File: config.mk
export PLATFORM = sky130hd
export DESIGN_NAME = dmem_arbiter
export DESIGN_NICKNAME = d
export VERILOG_FILES = /design/src/rtl/dmem_arbiter.sv
export SDC_FILE = /design/constraint.sdc
export NUM_CORES = 1
export LEC_CHECK = 0
export CAP_MARGIN = 20
export CORE_MARGIN = 3
export CORE_UTILIZATION = 33
export DETAILED_ROUTE_END_ITERATION = 8
export GPL_TIMING_DRIVEN = 0
export HOLD_SLACK_MARGIN = 0.1
export PLACE_DENSITY_LB_ADDON = 0.08
export SYNTH_ARGS = -nofsm -noshare
export SYNTH_HDL_FRONTEND = slang
export SYNTH_SLANG_ARGS = --single-unit
File: constraint.sdc
create_clock -name clk -period 1.55 [get_ports clk]
set_clock_uncertainty 0.2 [all_clocks]
set_input_delay 0.155 -clock clk [delete_from_list [all_inputs] [get_ports clk]]
set_output_delay 0.155 -clock clk [all_outputs]
set_load 0.005 [all_outputs]
File: src/rtl/dmem_arbiter.sv
// Round-robin arbiter and sequencer sharing one single-ported data memory
// between the CPU load/store unit (port 0) and the program/debug loader (port 1).
module dmem_arbiter #(
    parameter int ADDRESS_WIDTH = 5,
    parameter int DATA_WIDTH    = 32
) (
    input  logic                      clk,
    input  logic                      rst_n,

    input  logic                      p0_req_valid,
    output logic                      p0_req_ready,
    input  logic                      p0_req_we,
    input  logic [DATA_WIDTH-1:0]     p0_req_addr,
    input  logic [DATA_WIDTH-1:0]     p0_req_wdata,
    input  logic [DATA_WIDTH/8-1:0]   p0_req_be,
    output logic                      p0_rsp_valid,
    input  logic                      p0_rsp_ready,
    output logic [DATA_WIDTH-1:0]     p0_rsp_rdata,
    output logic                      p0_rsp_err,

    input  logic                      p1_req_valid,
    output logic                      p1_req_ready,
    input  logic                      p1_req_we,
    input  logic [DATA_WIDTH-1:0]     p1_req_addr,
    input  logic [DATA_WIDTH-1:0]     p1_req_wdata,
    input  logic [DATA_WIDTH/8-1:0]   p1_req_be,
    output logic                      p1_rsp_valid,
    input  logic                      p1_rsp_ready,
    output logic [DATA_WIDTH-1:0]     p1_rsp_rdata,
    output logic                      p1_rsp_err,

    output logic                      mem_en,
    output logic                      mem_we,
    output logic [DATA_WIDTH/8-1:0]   mem_be,
    output logic [ADDRESS_WIDTH-1:0]  mem_addr,
    output logic [DATA_WIDTH-1:0]     mem_wdata,
    input  logic [DATA_WIDTH-1:0]     mem_rdata
);

    localparam int BE_WIDTH = DATA_WIDTH / 8;

    typedef enum logic [1:0] {
        IDLE,
        ACCESS,
        WAIT,
        RESP
    } state_t;

    state_t                   state;
    state_t                   state_next;

    logic                     last_grant;
    logic                     owner;
    logic                     lat_we;
    logic                     lat_err;
    logic [ADDRESS_WIDTH-1:0] lat_widx;
    logic [DATA_WIDTH-1:0]    lat_wdata;
    logic [BE_WIDTH-1:0]      lat_be;
    logic [DATA_WIDTH-1:0]    rsp_data;

    logic                     winner;
    logic                     accept;
    logic                     win_we;
    logic [DATA_WIDTH-1:0]    win_addr;
    logic [DATA_WIDTH-1:0]    win_wdata;
    logic [BE_WIDTH-1:0]      win_be;
    logic                     win_err;
    logic                     owner_rsp_ready;
    logic                     in_access;
    logic                     in_resp;

    // On a tie the port that was not granted last time wins.
    assign winner = (p0_req_valid && p1_req_valid) ? ~last_grant : p1_req_valid;
    assign accept = (state == IDLE) && (p0_req_valid || p1_req_valid);

    assign win_we    = winner ? p1_req_we    : p0_req_we;
    assign win_addr  = winner ? p1_req_addr  : p0_req_addr;
    assign win_wdata = winner ? p1_req_wdata : p0_req_wdata;
    assign win_be    = winner ? p1_req_be    : p0_req_be;
    assign win_err   = (win_addr[1:0] != 2'b00) || (|win_addr[DATA_WIDTH-1:ADDRESS_WIDTH+2]);

    // Ready is combinational, so it is also masked by rst_n to read 0 during reset.
    assign p0_req_ready = rst_n && accept && !winner;
    assign p1_req_ready = rst_n && accept &&  winner;

    assign owner_rsp_ready = owner ? p1_rsp_ready : p0_rsp_ready;

    // NOTE: every variable assigned in always_comb gets a default first so no latch is inferred.
    always_comb begin
        state_next = state;
        case (state)
            IDLE:    if (accept) state_next = win_err ? RESP : ACCESS;
            ACCESS:  state_next = lat_we ? RESP : WAIT;
            WAIT:    state_next = RESP;
            RESP:    if (owner_rsp_ready) state_next = IDLE;
            default: state_next = IDLE;
        endcase
    end

    // NOTE: sequential state uses non-blocking assignments so all flops update together at the edge.
    always_ff @(posedge clk or negedge rst_n) begin
        if (!rst_n) begin
            state      <= IDLE;
            last_grant <= 1'b1;
            owner      <= 1'b0;
            lat_we     <= 1'b0;
            lat_err    <= 1'b0;
            lat_widx   <= '0;
            lat_wdata  <= '0;
            lat_be     <= '0;
            rsp_data   <= '0;
        end else begin
            state <= state_next;
            if (accept) begin
                last_grant <= winner;
                owner      <= winner;
                lat_we     <= win_we;
                lat_err    <= win_err;
                lat_widx   <= win_addr[ADDRESS_WIDTH+1:2];
                lat_wdata  <= win_wdata;
                lat_be     <= win_be;
                rsp_data   <= '0;
            end
            if (state == WAIT) begin
                rsp_data <= mem_rdata;
            end
        end
    end

    assign in_access = (state == ACCESS);
    assign in_resp   = (state == RESP);

    assign mem_en    = in_access;
    assign mem_we    = in_access && lat_we;
    assign mem_be    = (in_access && lat_we) ? lat_be : '0;
    assign mem_addr  = in_access ? lat_widx  : '0;
    assign mem_wdata = in_access ? lat_wdata : '0;

    // Response outputs are steered to the owner only; the other port reads all zeros.
    assign p0_rsp_valid = in_resp && !owner;
    assign p0_rsp_err   = in_resp && !owner && lat_err;
    assign p0_rsp_rdata = (in_resp && !owner) ? rsp_data : '0;
    assign p1_rsp_valid = in_resp && owner;
    assign p1_rsp_err   = in_resp && owner && lat_err;
    assign p1_rsp_rdata = (in_resp && owner) ? rsp_data : '0;

endmodule

==> flow_summary_export.csv <==
group,metric,value,unit
outcome,status,"complete, but fails checks",
outcome,failed_checks,"hold timing, setup timing",
detailed_routing,drc_errors,0,
place,dpl.hpwl,12.81,mm
pwr,power,0.01676,W
detailed_routing,wl_met1,7.394,mm
grt,first_global_vias,5151,
grt,antenna_found_initial,0,
logic_synthesis,yosysUniqueCellTypes,33,
setup_path,cp-end-kind,"primary output",
grt,track_usage,23.46,%
sta,finalCriticalPeriod,2.082,ns
pwr,power_density,1678,nW/um2
logic_synthesis,syn_nets,676,
logic_synthesis,synth_area_per_cell,8.935,um2
sta,worst_pin_slew,0.5518,ns
die,rows,41,
clock_tree,clk_pin_slew_worst_paths,0.06,ns
sta,setup_ws,-0.5320,ns
sta,finalMaxSlewViolations,0,
flow_run,cap_violations,0,
setup_path,worstPathRequired,1.19,ns
logic_synthesis,synth_edf_count,0,
detailed_routing,routed_wl,19.91,mm
hold_path,worst_hold_path_type,"in -> async",
setup_path,startpoint_type,"flop",
setup_path,arrival,1.73,ns
logic_synthesis,yosysWarnings,0,
layout,drive_gt1_share,54.03,%
layout,fin_cells,1040,
die,die_h,121.9,um
logic_synthesis,synth_top_area_share,44.04,%
detailed_routing,routedWlPerCell,19.14,um
logic_synthesis,ys_seq_elements,79,
detailed_routing,vias,5157,
detailed_routing,firstDrtPassIters,4,
layout,final_nets,1043,
die,die-area,14860,um2
die,coreArea,12880,um2
sta,fin_crit_sh,134.3,%
clock_tree,cts_max_level,3,
layout,area_growth,125.3,%
setup_path,cp_max_fo,7,
logic_synthesis,synth_cells,496,
sta,whs,-0.3896,ns
pwr,p_leak,4.533,nW
clock_tree,ctsHoldBuffers,1,
die,io_pins,289,
detailed_routing,wl_met3,1.408,mm
place,place_ws,-0.8555,ns
clock_tree,clock_path_buffers,2,
place,gp_congestion,0.9026,
layout,diodes,0,
grt,globalRouteOverflowTotal,0,
logic_synthesis,synth_ff_type,"dfrtp_1",
setup_path,worstSetupPathType,"reg -> out",
logic_synthesis,netlist_top_cells_area,"dfrtp_1, and2_1, mux2i_1",
logic_synthesis,seq_area_frac_synth,44.64,%
clock_tree,cts_num_sinks,79,
detailed_routing,avgViaCountPerCell,4.959,
detailed_routing,highest_layer,"met4",
logic_synthesis,syn_area,4432,um2
pwr,peakVddDrop,0.7460,mV
setup_path,critPathLaunch,"state[1]",
place,io_buffers,288,
sta,maxSlewHeadroom,63.21,%
detailed_routing,met2_wirelength,10.65,mm
clock_tree,cts_root_buf,"clkbuf_16",
clock_tree,clock_latency,0.33,ns
clock_tree,cts-buffers-inserted,9,
grt,grt_max_degree,42,
detailed_routing,ant_nets,0,
sta,rsz0062_at_grt,"yes",
logic_synthesis,yosysTopAreaCell,"dfrtp_1",
logic_synthesis,async_flop_share,100.0,%
clock_tree,cts_tree,"built",
sta,fmax,480.3,MHz
sta,final_hold_viol_count,39,
die,die_w,121.9,um
die,initial_core_util,34.42,%
grt,grt_pass1_wl,27.28,mm
place,dp_cells,957,
setup_path,rr_startpoint,"state[0]",
sta,finalSetupViolCount,192,
detailed_routing,first_iter_violations,260,
placed cells by master, fill, tap and decap left out, types with 2 or more instances in the layout:
cell type | netlist | final
clkinv_2 | 0 | 2
ha_4 | 0 | 3
and2_1 | 72 | 11
inv_4 | 0 | 2
buf_2 | 9 | 16
buf_12 | 5 | 14
buf_6 | 0 | 119
buf_16 | 0 | 6
nand2_4 | 0 | 30
nor3_1 | 2 | 2
and3_4 | 0 | 32
o21ai_2 | 1 | 44
buf_4 | 3 | 20
nor2_1 | 2 | 2
and3_1 | 38 | 6
dfrtp_2 | 0 | 2
nor4_1 | 12 | 12
a21oi_1 | 3 | 2
mux2i_1 | 43 | 36
dfrtp_1 | 78 | 76
and2_4 | 0 | 61
clkbuf_8 | 0 | 3
nand2_1 | 108 | 36
mux2i_4 | 0 | 2
clkbuf_16 | 0 | 16
nand4_1 | 3 | 3
dlygate4sd2_1 | 0 | 2
clkbuf_2 | 0 | 17
o21ai_1 | 40 | 31
mux2i_2 | 0 | 5
clkdlybuf4s50_1 | 0 | 172
buf_8 | 0 | 21
nand2_2 | 0 | 42
critical path: stages, from the launching register on:
cell,delay (ns)
dfrtp_2,0.44
ha_4,0.18
nor2b_4,0.28
buf_4,0.16
buf_6,0.10
and2_1,0.12
buf_2,0.12
cells in the mapped netlist, drive strengths merged, types with 2 or more instances:
cell type	count
o21ai	76
ha	4
and2	72
nand4	3
clkbuf	22
and3	38
inv	2
nor2	2
nand2	108
a21oi	3
buf	18
mux2i	43
dfrtp	78
nor3	2
nor4	12
sequential cells by signal, summed over array words and instances (netlist names):
| name | cells |
|---|---|
| last_grant | 1 |
| lat_be | 4 |
| lat_err | 1 |
| lat_wdata | 32 |
| lat_we | 1 |
| lat_widx | 5 |
| owner | 1 |
| rsp_data | 32 |
| state | 2 |
power by group:
| group | internal (W) | switching, W | total (W) |
|---|---|---|---|
| Combinational | 0.00616 | 0.00436 | 0.0105 |
| Clock | 0.00138 | 0.000821 | 0.00220 |
| Sequential | 0.00303 | 0.00101 | 0.00404 |
| Total | 0.0106 | 0.00619 | 0.0168 |
final timing paths:
check	to	slack, ns	depth (start not counted)
setup / recovery	p0_rsp_rdata[25]	-0.53	6
hold / removal	rsp_data[20]	-0.39	1
setup reg to reg	state[1]	-0.34	9
hold reg to reg	lat_widx[0]	0.29	2
max in group asynchronous	last_grant	0.86	2
min in group clk	rsp_data[8]	0.17	3
what timing repair did:
action / CTS / global route
resized for setup: 657 / 330
endpoints found under the setup margin: 191 / 192
hold endpoints to repair: 79 / 39
buffers inserted: 31 / 20
pin swaps: 48 / 58
gates cloned: 17 / 7
cells by family after synthesis:
kind of cell,synth area share [%]
compound gates,10.62
fa+ha+maj,1.129
buf+inv,5.901
flops,44.64
mux,9.712
simple gates,28.01
layout make-up:
| cell class | count | area, um2 |
|---|---|---|
| timing repair buffer | 358 | 3860 |
| multi-input combinational | 375 | 3119 |
| fill | 870 | 2890 |
| sequential | 79 | 1981 |
| buffer | 38 | 488.0 |
| clock buffer | 13 | 270.3 |
| tap | 172 | 215.2 |
| clock inverter | 3 | 40.04 |
| inverter | 2 | 12.51 |
through the flow:
| step | TNS, ns | util, % | instance area (um2) |
|---|---|---|---|
| after detailed placement | -111.62 | 58.83 | 7575 |
| after global placement | -327.65 | 58.69 | 7557 |
| after floorplan | -1.026 | - | 4459 |
| after CTS | -62.85 | 69.30 | 8924 |
| after global routing | -77.10 | 77.55 | 9986 |
| final | -69.15 | 77.55 | 9986 |
layer usage:
layer,up-vias,GRT usage [%]
met5,-,0
met4,0,7.423
met3,39,5.803
met2,202,41.47
met1,2487,28.03
li1,2429,-
Power figures use the tool's default switching activity.
